--- src/rtl/motion_diff_reader.sv ---
// Read-side master of the ping-pong frame buffer: raster-scans one frame, streams |curr-prev|
// motion beats through a 3-entry skid FIFO and keeps a per-frame motion summary.
module motion_diff_reader #(
    parameter int WIDTH  = 160,
    parameter int HEIGHT = 120,
    parameter int DEPTH  = WIDTH * HEIGHT
) (
    input  logic        rclk,
    input  logic        reset,
    input  logic        start,
    input  logic [7:0]  thresh,
    input  logic        buffer_sel,
    output logic        rd_oe,
    output logic [14:0] rd_addr,
    input  logic [7:0]  curr_data,
    input  logic [7:0]  prev_data,
    output logic        m_valid,
    input  logic        m_ready,
    output logic [7:0]  m_diff,
    output logic        m_motion,
    output logic [7:0]  m_x,
    output logic [6:0]  m_y,
    output logic        m_last,
    output logic        busy,
    output logic        frame_done,
    output logic [14:0] motion_count,
    output logic [7:0]  bbox_min_x,
    output logic [7:0]  bbox_max_x,
    output logic [6:0]  bbox_min_y,
    output logic [6:0]  bbox_max_y,
    output logic        bbox_valid,
    output logic        frame_torn
);
    typedef enum logic [1:0] {IDLE = 2'd0, SCAN = 2'd1, DRAIN = 2'd2, DONE = 2'd3} state_t;

    localparam logic [14:0] LAST_ADDR = 15'(DEPTH - 1);
    localparam logic [7:0]  LAST_X    = 8'(WIDTH - 1);
    localparam logic [6:0]  LAST_Y    = 7'(HEIGHT - 1);

    state_t      state_r, state_s;
    logic [7:0]  thresh_r;
    logic        sel_r;
    logic        pend_r;
    logic [7:0]  cap_x_r;
    logic [6:0]  cap_y_r;
    // beat layout: {diff[24:17], motion[16], x[15:8], y[7:1], last[0]}
    logic [24:0] fifo_mem_r [0:2];
    logic [1:0]  wr_ptr_r, rd_ptr_r, fifo_count_r;
    logic [14:0] count_r;
    logic [7:0]  min_x_r, max_x_r;
    logic [6:0]  min_y_r, max_y_r;
    logic        torn_r;
    logic        start_acc_s, push_s, pop_s;
    logic [24:0] head_s, beat_s;
    logic [8:0]  sub_s, neg_s;
    logic [7:0]  diff_s;

    assign start_acc_s = (state_r == IDLE) && start;
    assign push_s      = pend_r;
    assign pop_s       = m_valid && m_ready;

    // State register
    always_ff @(posedge rclk) begin
        if (reset) state_r <= IDLE;
        else       state_r <= state_s;
    end

    // Next-state logic
    always_comb begin
        state_s = state_r;
        case (state_r)
            IDLE:    if (start) state_s = SCAN; else state_s = IDLE;
            SCAN:    if (rd_oe && (rd_addr == LAST_ADDR)) state_s = DRAIN; else state_s = SCAN;
            DRAIN:   if (pop_s && head_s[0]) state_s = DONE; else state_s = DRAIN;
            DONE:    state_s = IDLE;
            default: state_s = IDLE;
        endcase
    end

    // FSM outputs; read credit counts FIFO occupancy plus the read still in flight
    always_comb begin
        rd_oe      = 1'b0;
        busy       = 1'b1;
        frame_done = 1'b0;
        case (state_r)
            IDLE:    busy = 1'b0;
            SCAN:    rd_oe = ({1'b0, fifo_count_r} + {2'b00, pend_r}) < 3'd3;
            DRAIN:   busy = 1'b1;
            DONE:    frame_done = 1'b1;
            default: busy = 1'b0;
        endcase
    end

    // Read address, in-flight flag, latched frame settings and capture coordinates
    always_ff @(posedge rclk) begin
        if (reset) begin
            rd_addr  <= 15'd0;
            pend_r   <= 1'b0;
            thresh_r <= 8'd0;
            sel_r    <= 1'b0;
            cap_x_r  <= 8'd0;
            cap_y_r  <= 7'd0;
        end else begin
            pend_r <= rd_oe;
            if (start_acc_s) begin
                rd_addr  <= 15'd0;
                thresh_r <= thresh;
                sel_r    <= buffer_sel;
                cap_x_r  <= 8'd0;
                cap_y_r  <= 7'd0;
            end else begin
                if (rd_oe && (rd_addr != LAST_ADDR)) rd_addr <= rd_addr + 15'd1;
                if (pend_r) begin
                    if (cap_x_r == LAST_X) begin
                        cap_x_r <= 8'd0;
                        cap_y_r <= cap_y_r + 7'd1;
                    end else begin
                        cap_x_r <= cap_x_r + 8'd1;
                    end
                end
            end
        end
    end

    // Absolute difference via a 9-bit signed subtract, then beat assembly
    always_comb begin
        sub_s  = {1'b0, curr_data} - {1'b0, prev_data};
        neg_s  = 9'd0 - sub_s;
        diff_s = sub_s[8] ? neg_s[7:0] : sub_s[7:0];
        beat_s = {diff_s, (diff_s > thresh_r), cap_x_r, cap_y_r,
                  ((cap_x_r == LAST_X) && (cap_y_r == LAST_Y))};
    end

    // FIFO head mux
    always_comb begin
        case (rd_ptr_r)
            2'd0:    head_s = fifo_mem_r[0];
            2'd1:    head_s = fifo_mem_r[1];
            default: head_s = fifo_mem_r[2];
        endcase
    end

    // FIFO storage and pointers; never overflows because reads are issued against the credit
    always_ff @(posedge rclk) begin
        if (reset) begin
            for (int i = 0; i < 3; i++) fifo_mem_r[i] <= 25'd0;
            wr_ptr_r     <= 2'd0;
            rd_ptr_r     <= 2'd0;
            fifo_count_r <= 2'd0;
        end else begin
            if (push_s) begin
                case (wr_ptr_r)
                    2'd0:    fifo_mem_r[0] <= beat_s;
                    2'd1:    fifo_mem_r[1] <= beat_s;
                    default: fifo_mem_r[2] <= beat_s;
                endcase
                wr_ptr_r <= (wr_ptr_r == 2'd2) ? 2'd0 : wr_ptr_r + 2'd1;
            end
            if (pop_s) rd_ptr_r <= (rd_ptr_r == 2'd2) ? 2'd0 : rd_ptr_r + 2'd1;
            case ({push_s, pop_s})
                2'b10:   fifo_count_r <= fifo_count_r + 2'd1;
                2'b01:   fifo_count_r <= fifo_count_r - 2'd1;
                default: fifo_count_r <= fifo_count_r;
            endcase
        end
    end

    // Per-frame summary: accumulates on accepted motion beats, held until the next start
    always_ff @(posedge rclk) begin
        if (reset || start_acc_s) begin
            count_r <= 15'd0;
            min_x_r <= 8'd255;
            max_x_r <= 8'd0;
            min_y_r <= 7'd127;
            max_y_r <= 7'd0;
            torn_r  <= 1'b0;
        end else begin
            if (pop_s && head_s[16]) begin
                count_r <= count_r + 15'd1;
                if (head_s[15:8] < min_x_r) min_x_r <= head_s[15:8];
                if (head_s[15:8] > max_x_r) max_x_r <= head_s[15:8];
                if (head_s[7:1] < min_y_r)  min_y_r <= head_s[7:1];
                if (head_s[7:1] > max_y_r)  max_y_r <= head_s[7:1];
            end
            if (((state_r == SCAN) || (state_r == DRAIN)) && (buffer_sel != sel_r)) torn_r <= 1'b1;
        end
    end

    // Stream and summary output mapping
    always_comb begin
        m_valid      = (fifo_count_r != 2'd0);
        m_diff       = head_s[24:17];
        m_motion     = head_s[16];
        m_x          = head_s[15:8];
        m_y          = head_s[7:1];
        m_last       = m_valid && head_s[0];
        motion_count = count_r;
        bbox_valid   = (count_r != 15'd0);
        frame_torn   = torn_r;
        if (bbox_valid) begin
            bbox_min_x = min_x_r;
            bbox_max_x = max_x_r;
            bbox_min_y = min_y_r;
            bbox_max_y = max_y_r;
        end else begin
            bbox_min_x = 8'd0;
            bbox_max_x = 8'd0;
            bbox_min_y = 7'd0;
            bbox_max_y = 7'd0;
        end
    end
endmodule

--- config.mk ---
export PLATFORM = sky130hd
export DESIGN_NAME = motion_diff_reader
export DESIGN_NICKNAME = d
export VERILOG_FILES = /design/src/rtl/motion_diff_reader.sv
export SDC_FILE = /design/constraint.sdc
export NUM_CORES = 1
export LEC_CHECK = 0
export CORE_MARGIN = 8
export CORE_UTILIZATION = 55
export DETAILED_ROUTE_END_ITERATION = 10
export PLACE_DENSITY = 0.9
export SYNTH_ARGS = -nofsm -noshare
export SYNTH_HDL_FRONTEND = slang
export SYNTH_SLANG_ARGS = --single-unit
--- constraint.sdc ---
create_clock -name rclk -period 4.02 [get_ports rclk]
set_clock_uncertainty 0.1 [all_clocks]
set_input_delay 0.804 -clock rclk [delete_from_list [all_inputs] [get_ports rclk]]
set_output_delay 0.804 -clock rclk [all_outputs]
set_load 0.05 [all_outputs]
==> parameters.txt, run 1 <==
Parameter                              Value

Placement
  GP Congestion ... 0.878
  Number of placed instances with taps included ... 1209
  Final HPWL from detailed placement ... 13700 um
  Placed inst area ... 10300 um2
  Port buffer count ... 119

Final layout
  Fraction of final layout cells with drive strength greater than 1 ... 0.110
  FF+latch area ... 4130 um2
  Area Growth Syn to Fin ... 26.9%
  Final nets ... 1107
  Footprint of the multi-input gates ... 4160 um2
  Diodes inserted ... 0
  Finished layout cell area ... 10900 um2
  Number of filler instances in the final layout ... 1071
  Cell Count, Final, Fillers Out ... 1243

Yosys
  Average cell area after synthesis ... 9.95 um2
  Number of library cell types mapped by synthesis ... 61
  Summed instance area of the synthesized netlist ... 8610 um2
  Number of enable flip-flop cells after synthesis ... 75
  Share of the yosys chip area belonging to registers ... 0.480
  Area fraction of the dominant cell type after synthesis ... 0.262
  Ys Warns ... 0
  Fraction of registers with async set/reset ... 0
  Register bit total from synthesis ... 169
  Area contributors post-synth ... sky130_fd_sc_hd__edfxtp_1 (26%), sky130_fd_sc_hd__dfxtp_1 (22%), sky130_fd_sc_hd__ha_1 (8.4%), sky130_fd_sc_hd__mux2i_1 (5.1%), sky130_fd_sc_hd__nand2_1 (3.7%)
  Gate Count Post-Synth ... 865
  Syn_nets ... 953
  Post-synth top flop ... sky130_fd_sc_hd__dfxtp_1
  Top cell type by total area after synthesis ... sky130_fd_sc_hd__edfxtp_1

Worst setup path
  Req. time, crit path ... 4090 ps
  CP endpoint kind ... flop
  Crit start category ... primary input
  Highest net fanout along the worst path ... 3
  Crit path kind ... primary input to flop
  Data arrival at the endpoint of the critical path ... 4050 ps

STA
  Hold Violations, Final ... 0
  Final total negative setup slack ... 0 ps
  # setup viols final ... 0
  Slew at the pin closest to its max-slew limit ... 1070 ps
  Final critical path time including I/O delays and setup ... 3990 ps
  Maximum clock frequency ... 251 MHz
  Remaining max-slew budget at the tightest pin ... 0.284
  Count of final max-slew check failures ... 0
  Final worst path period share ... 0.991

Flow run
  Number of max-capacitance violations reported ... 0

Power
  Standby leakage power ... 4.36 nW
  Maximum vdd ir drop ... 0.325 mV
  Cell Pwr Density ... 411 nW/um2
  Total power ... 4.49 mW

Die
  Chip Width ... 141 um
  Vertical die dimension ... 141 um
  Placeable Area ... 15300 um2
  Die ar. ... 19900 um2
  Initial core utilization ... 0.564
  Number of placement rows ... 45
  Top Ports ... 120

GRT
  Maximum number of pins on one net before global-route repair ... 33
  Antenna violations before repair ... 0
  Total routing resource utilization after global routing ... 0.196
  Vias in the first global route ... 6750
  Total global routing overflow ... 0
  Global-route wire length before repair ... 31900 um

Drt
  Final routed DRC violation total ... 0
  Detailed Route WL ... 19500 um
  Final antenna-violating net count ... 0
  Post-DR vias/cell ... 5.43
  Routed via count ... 6751
  First-pass detailed-route iteration total ... 4
  Wire length per cell ... 15.7 um
  Number of violations reported at the end of detailed-routing iteration 0 ... 401

Status
  Run status ... finished, final reports clean

Clock tree
  CTS tree ... done
  Clock net sink count ... 169
  Buffer depth of the longest clock path ... 2
  TritonCTS buffer count ... 17
  Post-cts hold buffer count ... 0
  H-tree level count ... 4
  Master cell of the clock root buffer ... sky130_fd_sc_hd__clkbuf_16
  Clock insertion delay at the later pin of the skew report ... 420 ps
  Clock-pin slew reported for the worst setup and hold paths after clock tree synthesis ... 60 ps

Hold path
  Hold/Removal Path Class ... flop to flop
==> cells by family (layout without fill, tap and decap cells) <==
group / count (synthesis) / in the layout / synth area share
AND/OR/NAND/NOR: 312 / 312 / 0.180
buffers and inverters: 92 / 259 / 0.0414
flip-flops: 169 / 169 / 0.480
multiplexers: 44 / 44 / 0.0512
AO/OA/AOI/OAI: 138 / 138 / 0.108
adder cells (fa/ha/maj): 59 / 59 / 0.0866
XOR/XNOR: 51 / 51 / 0.0519
==> placed cells by master (no fill, tap or decap), types with 37 or more instances in the layout <==
master	n
sky130_fd_sc_hd__o21ai_0	37
sky130_fd_sc_hd__inv_1	60
sky130_fd_sc_hd__and2_1	50
sky130_fd_sc_hd__dfxtp_1	94
sky130_fd_sc_hd__ha_1	58
sky130_fd_sc_hd__buf_4	61
sky130_fd_sc_hd__mux2i_1	44
sky130_fd_sc_hd__nor2_1	71
sky130_fd_sc_hd__nand2_1	85
sky130_fd_sc_hd__clkdlybuf4s50_1	105
sky130_fd_sc_hd__edfxtp_1	75
==> layout make-up <==
cell class | instances | area share
repair buffers | 167 | 0.140
clock inverters | 12 | 0.0157
flip-flops and latches | 169 | 0.378
well taps | 211 | 0.0242
clock buffers | 20 | 0.0409
multi-input cells | 604 | 0.380
inverters | 60 | 0.0206
==> power breakdown <==
group / internal (mW) / switching (mW) / total, mW
Clock: 1.06 / 0.655 / 1.71
Sequential: 1.85 / 0.0244 / 1.87
Combinational: 0.357 / 0.552 / 0.908
Total: 3.26 / 1.23 / 4.49
==> final timing paths <==
path / from / end / slack [ps] / depth (start not counted)
hold / removal: thresh_r[6] / thresh_r[6] / 360 / 2
setup reg to reg: rd_ptr_r[0] / min_x_r[6] / 530 / 9
hold reg to reg: thresh_r[6] / thresh_r[6] / 360 / 2
setup / recovery: prev_data[1] / fifo_mem_r[0][66] / 30 / 14
==> cells in the mapped netlist (all sizes together) (7+ instances only) <==
library cell   n
a21o          12
and3           8
nand4         19
a31oi         13
dfxtp         94
nor3          27
nor2          73
and2          50
inv           60
a21oi         34
mux2i         44
xnor2         22
o21ai         40
nand2         85
nor2b          9
edfxtp        75
xor2          29
nand3          9
or3            7
clkbuf        27
ha            58
==> metal layers <==
| metal | wire length (um) | vias to the layer above | GRT usage |
|---|---|---|---|
| li1 | - | 3346 | - |
| met1 | 8510 | 3193 | 0.232 |
| met2 | 9630 | 183 | 0.340 |
| met3 | 1040 | 29 | 0.0463 |
| met4 | 350 | 0 | 0.0684 |
| met5 | 0 | - | 0 |
==> flip-flops by register name, summed over array words and instances (netlist names), named ones only <==
name          cells
fifo_mem_r       75
motion_count     15
rd_addr          15
cap_x_r           8
max_x_r           8
min_x_r           8
thresh_r          8
cap_y_r           7
max_y_r           7
min_y_r           7
fifo_count_r      2
rd_ptr_r          2
wr_ptr_r          2
frame_torn        1
pend_r            1
sel_r             1
state_r           1
==> critical path: stages <==
cell	delay, ps
sky130_fd_sc_hd__clkdlybuf4s50_1	490
sky130_fd_sc_hd__inv_1	60
sky130_fd_sc_hd__ha_1	270
sky130_fd_sc_hd__nor2b_1	150
sky130_fd_sc_hd__o2111a_1	250
sky130_fd_sc_hd__o41a_1	440
sky130_fd_sc_hd__a2111oi_4	390
sky130_fd_sc_hd__nor2_1	100
sky130_fd_sc_hd__xnor2_1	200
sky130_fd_sc_hd__ha_1	300
sky130_fd_sc_hd__a21o_1	190
sky130_fd_sc_hd__a21oi_1	160
sky130_fd_sc_hd__o21ai_0	100
sky130_fd_sc_hd__o211a_1	160
==> stage by stage <==
stage                     utilization  setup WS, ps  hold slack [ps]
after floorplan                     -          10.5              336
after global placement          0.672          -180              345
after detailed placement        0.672          -317              350
after CTS                       0.713          12.2              358
after global routing            0.716         -67.5              388
final                           0.716          34.9              359
==> repair_timing <==
| action | in CTS | in global routing |
|---|---|---|
| endpoints found under the setup margin | 0 | 3 |
| endpoints found under the hold margin | 0 | 0 |
| buffers inserted | 0 | 2 |
| resized for setup | 0 | 6 |
No activity file was read; power rests on OpenSTA's default activity.
==> run 2: changes to the inputs <==
Settings changed: CORE_UTILIZATION 55 to 57, CTS_BUF_LIST set to sky130_fd_sc_hd__clkbuf_4, PLACE_DENSITY 0.9 to 0.83.
==> run 2 against run 1 <==
Effect of this change:
- sequential share of layout area grew 1.3 points
- first-iteration DRC count shrank 6.5%
- critical path depth grew 2
- utilization shrank 1.1 points
- global-route usage shrank 0.20 points
- cell area shrank 3.4%
- via count shrank 1.8%
- count of clock-buffer cells in the layout shrank 1
- die area shrank 3.1%
- combinational power shrank 3.6%
- critical endpoint is now fifo_mem_r[0][16]
- cell count shrank 1.9%
- flip-flop and latch count is the same
==> parameters.txt, run 2 (synthesis gave the netlist of run 1 again) <==
Parameter                              Value

Clock tree
  Master cell of the clock root buffer ... sky130_fd_sc_hd__clkbuf_4
  Buffer depth of the longest clock path ... 2 (unchanged)
  Clock-pin slew reported for the worst setup and hold paths after clock tree synthesis ... 120 ps (+60 ps)
  CTS tree ... done
  Count of instances resized after the clock tree is built ... 0 (unchanged)
  Clock insertion delay at the later pin of the skew report ... 560 ps (+140 ps)
  Clock net sink count ... 169 (unchanged)
  H-tree level count ... 4 (unchanged)
  Post-cts hold buffer count ... 0 (unchanged)
  Post-CTS setup-driven buffer insertion count ... 0 (unchanged)
  TritonCTS buffer count ... 17 (unchanged)

Placement
  Minimum setup slack after placement ... -274 ps (+42.3 ps)
  Final HPWL from detailed placement ... 13300 um (-2.8%)
  Port buffer count ... 119 (unchanged)
  GP Congestion ... 0.869 (-1.1%)

Power
  Maximum vdd ir drop ... 0.207 mV (-36%)
  Standby leakage power ... 4.21 nW (-3.4%)
  Total power ... 3.83 mW (-15%)
  Cell Pwr Density ... 362 nW/um2 (-12%)

Die
  Top Ports ... 120 (unchanged)
  Number of placement rows ... 45 (unchanged)
  Die ar. ... 19300 um2 (-3.1%)
  Chip Width ... 139 um (-1.6%)
  Vertical die dimension ... 139 um (-1.6%)
  Initial core utilization ... 0.575 (+0.0106)
  Placeable Area ... 15000 um2 (-1.8%)

Final layout
  Commonest non-fill, non-tap cell in the layout ... sky130_fd_sc_hd__clkdlybuf4s50_1
  Final nets ... 1106 (-0.090%)
  Number of filler instances in the final layout ... 1119 (+4.5%)
  Highest-count cells in the layout ignoring fill and taps ... sky130_fd_sc_hd__clkdlybuf4s50_1 (104), sky130_fd_sc_hd__dfxtp_1 (94), sky130_fd_sc_hd__nand2_1 (85)
  Footprint of the multi-input gates ... 4120 um2 (-0.84%)
  FF+latch area ... 4130 um2 (unchanged)
  Largest register by flop count ... fifo_mem_r
  Fraction of final layout cells with drive strength greater than 1 ... 0.107 (-0.00377)
  Number of flip-flops under the largest register name ... 75 (unchanged)
  Area Growth Syn to Fin ... 22.6%

Worst setup path
  Highest net fanout along the worst path ... 3 (unchanged)
  Data arrival at the endpoint of the critical path ... 3980 ps (-70 ps)
  Crit-path cells ... clkdlybuf4s50_1, inv_1, ha_1, fa_1, nor2b_1, buf_4, o21ai_2, a21oi_1, a311oi_1, xnor2_1, ha_1, a21o_1, a21o_1, a21oi_1, o21ai_0, o211a_1
  Crit path kind ... primary input to flop
  CP endpoint kind ... flop
  Req. time, crit path ... 4230 ps (+140 ps)
  Crit start category ... primary input
  Delay of the slowest cell on the worst path ... 450 ps (-40 ps)
  Slowest stage cell on the critical path ... sky130_fd_sc_hd__clkdlybuf4s50_1
  Worst path bufs/invs ... 3 (+1)
  Cell type group with the largest total delay on the critical path ... compound AO/OA/AOI/OAI gates

GRT
  Vias in the first global route ... 6518 (-3.4%)
  Total global routing overflow ... 0 (unchanged)
  Global-route wire length before repair ... 31000 um (-3.0%)
  Maximum number of pins on one net before global-route repair ... 37 (+12%)
  Total routing resource utilization after global routing ... 0.194 (-0.00204)
  Antenna violations before repair ... 1 (+1)

STA
  Final critical path time including I/O delays and setup ... 3770 ps (-211 ps)
  Maximum clock frequency ... 265 MHz (+5.6%)
  Post-route worst setup slack ... 246 ps (+211 ps)
  Count of final max-slew check failures ... 0 (unchanged)
  Slew at the pin closest to its max-slew limit ... 979 ps (-92.7 ps)
  Remaining max-slew budget at the tightest pin ... 0.346 (+0.0619)
  Final total negative setup slack ... 0 ps (unchanged)
  # setup viols final ... 0 (unchanged)
  RSZ-0062 raised after global routing ... no
  Hold Violations, Final ... 0 (unchanged)
  Final worst path period share ... 0.939 (-0.0526)

Drt
  Final antenna-violating net count ... 0 (unchanged)
  Post-DR vias/cell ... 5.43 (about the same)
  Wire length per cell ... 15.0 um (-4.8%)
  Final routed DRC violation total ... 0 (unchanged)
  Routed via count ... 6627 (-1.8%)
  Number of violations reported at the end of detailed-routing iteration 0 ... 375 (-6.5%)
  First-pass detailed-route iteration total ... 5 (+1)
  Detailed Route WL ... 18200 um (-6.6%)

Flow run
  Number of max-capacitance violations reported ... 0 (unchanged)

Hold path
  Hold/Removal Path Class ... flop to flop

Status
  Run status ... finished, final reports clean
[run 2: changes by cell type in the layout (fill, tap and decap cells not counted), sizes merged]
cell | previous run | this run
clkbuf | 20 | 19
clkdlybuf4s50 | 105 | 104
clkinv | 5 | 6
clkinvlp | 0 | 1
diode | 0 | 1
inv | 63 | 62
[run 2: power by group]
part | switching [mW] | internal, mW
Sequential | 0.0281 | 1.85
Clock | 0.572 | 0.504
Combinational | 0.527 | 0.348
Total | 1.13 | 2.70
[run 2: per-layer routing]
layer  up-vias  track usage  routed length [um]
met5         -            0                   0
met3        27       0.0585                1050
li1       3337            -                   -
met4         0       0.0716                 247
met1      3078        0.231                8300
met2       185        0.325                8650
[run 2: final timing paths]
kind                        to  cells after the start  slack, ps          from
max          fifo_mem_r[0][16]                     16        250  curr_data[0]
min                thresh_r[3]                      2        360   thresh_r[3]
max reg2reg         min_y_r[6]                     10        710   rd_ptr_r[1]
min reg2reg        thresh_r[3]                      2        360   thresh_r[3]
[run 2: worst reg2reg max path: cells and delay by family (launching register included)]
kind	cells	cell delay, ps
simple gates	1	170
fa+ha+maj	1	400
flops	1	570
compound gates	6	1470
buf+inv	2	500
[run 2: layout make-up]
class,instances,area share
Clock inverter,13,0.0166
Antenna cell,1,0.000237
Tap cell,188,0.0223
Sequential cell,169,0.392
Clock buffer,19,0.0135
Multi-Input combinational cell,604,0.391
Timing Repair Buffer,166,0.144
Inverter,60,0.0213
[run 2: metrics by stage]
stage	instance area, um2	hold slack, ps	cells	util
after floorplan	8610	336	865	-
final	10600	364	1220	0.705
after global routing	10600	393	1220	0.705
after global placement	10200	343	1187	0.683
after detailed placement	10200	347	1187	0.683
after CTS	10600	365	1219	0.705
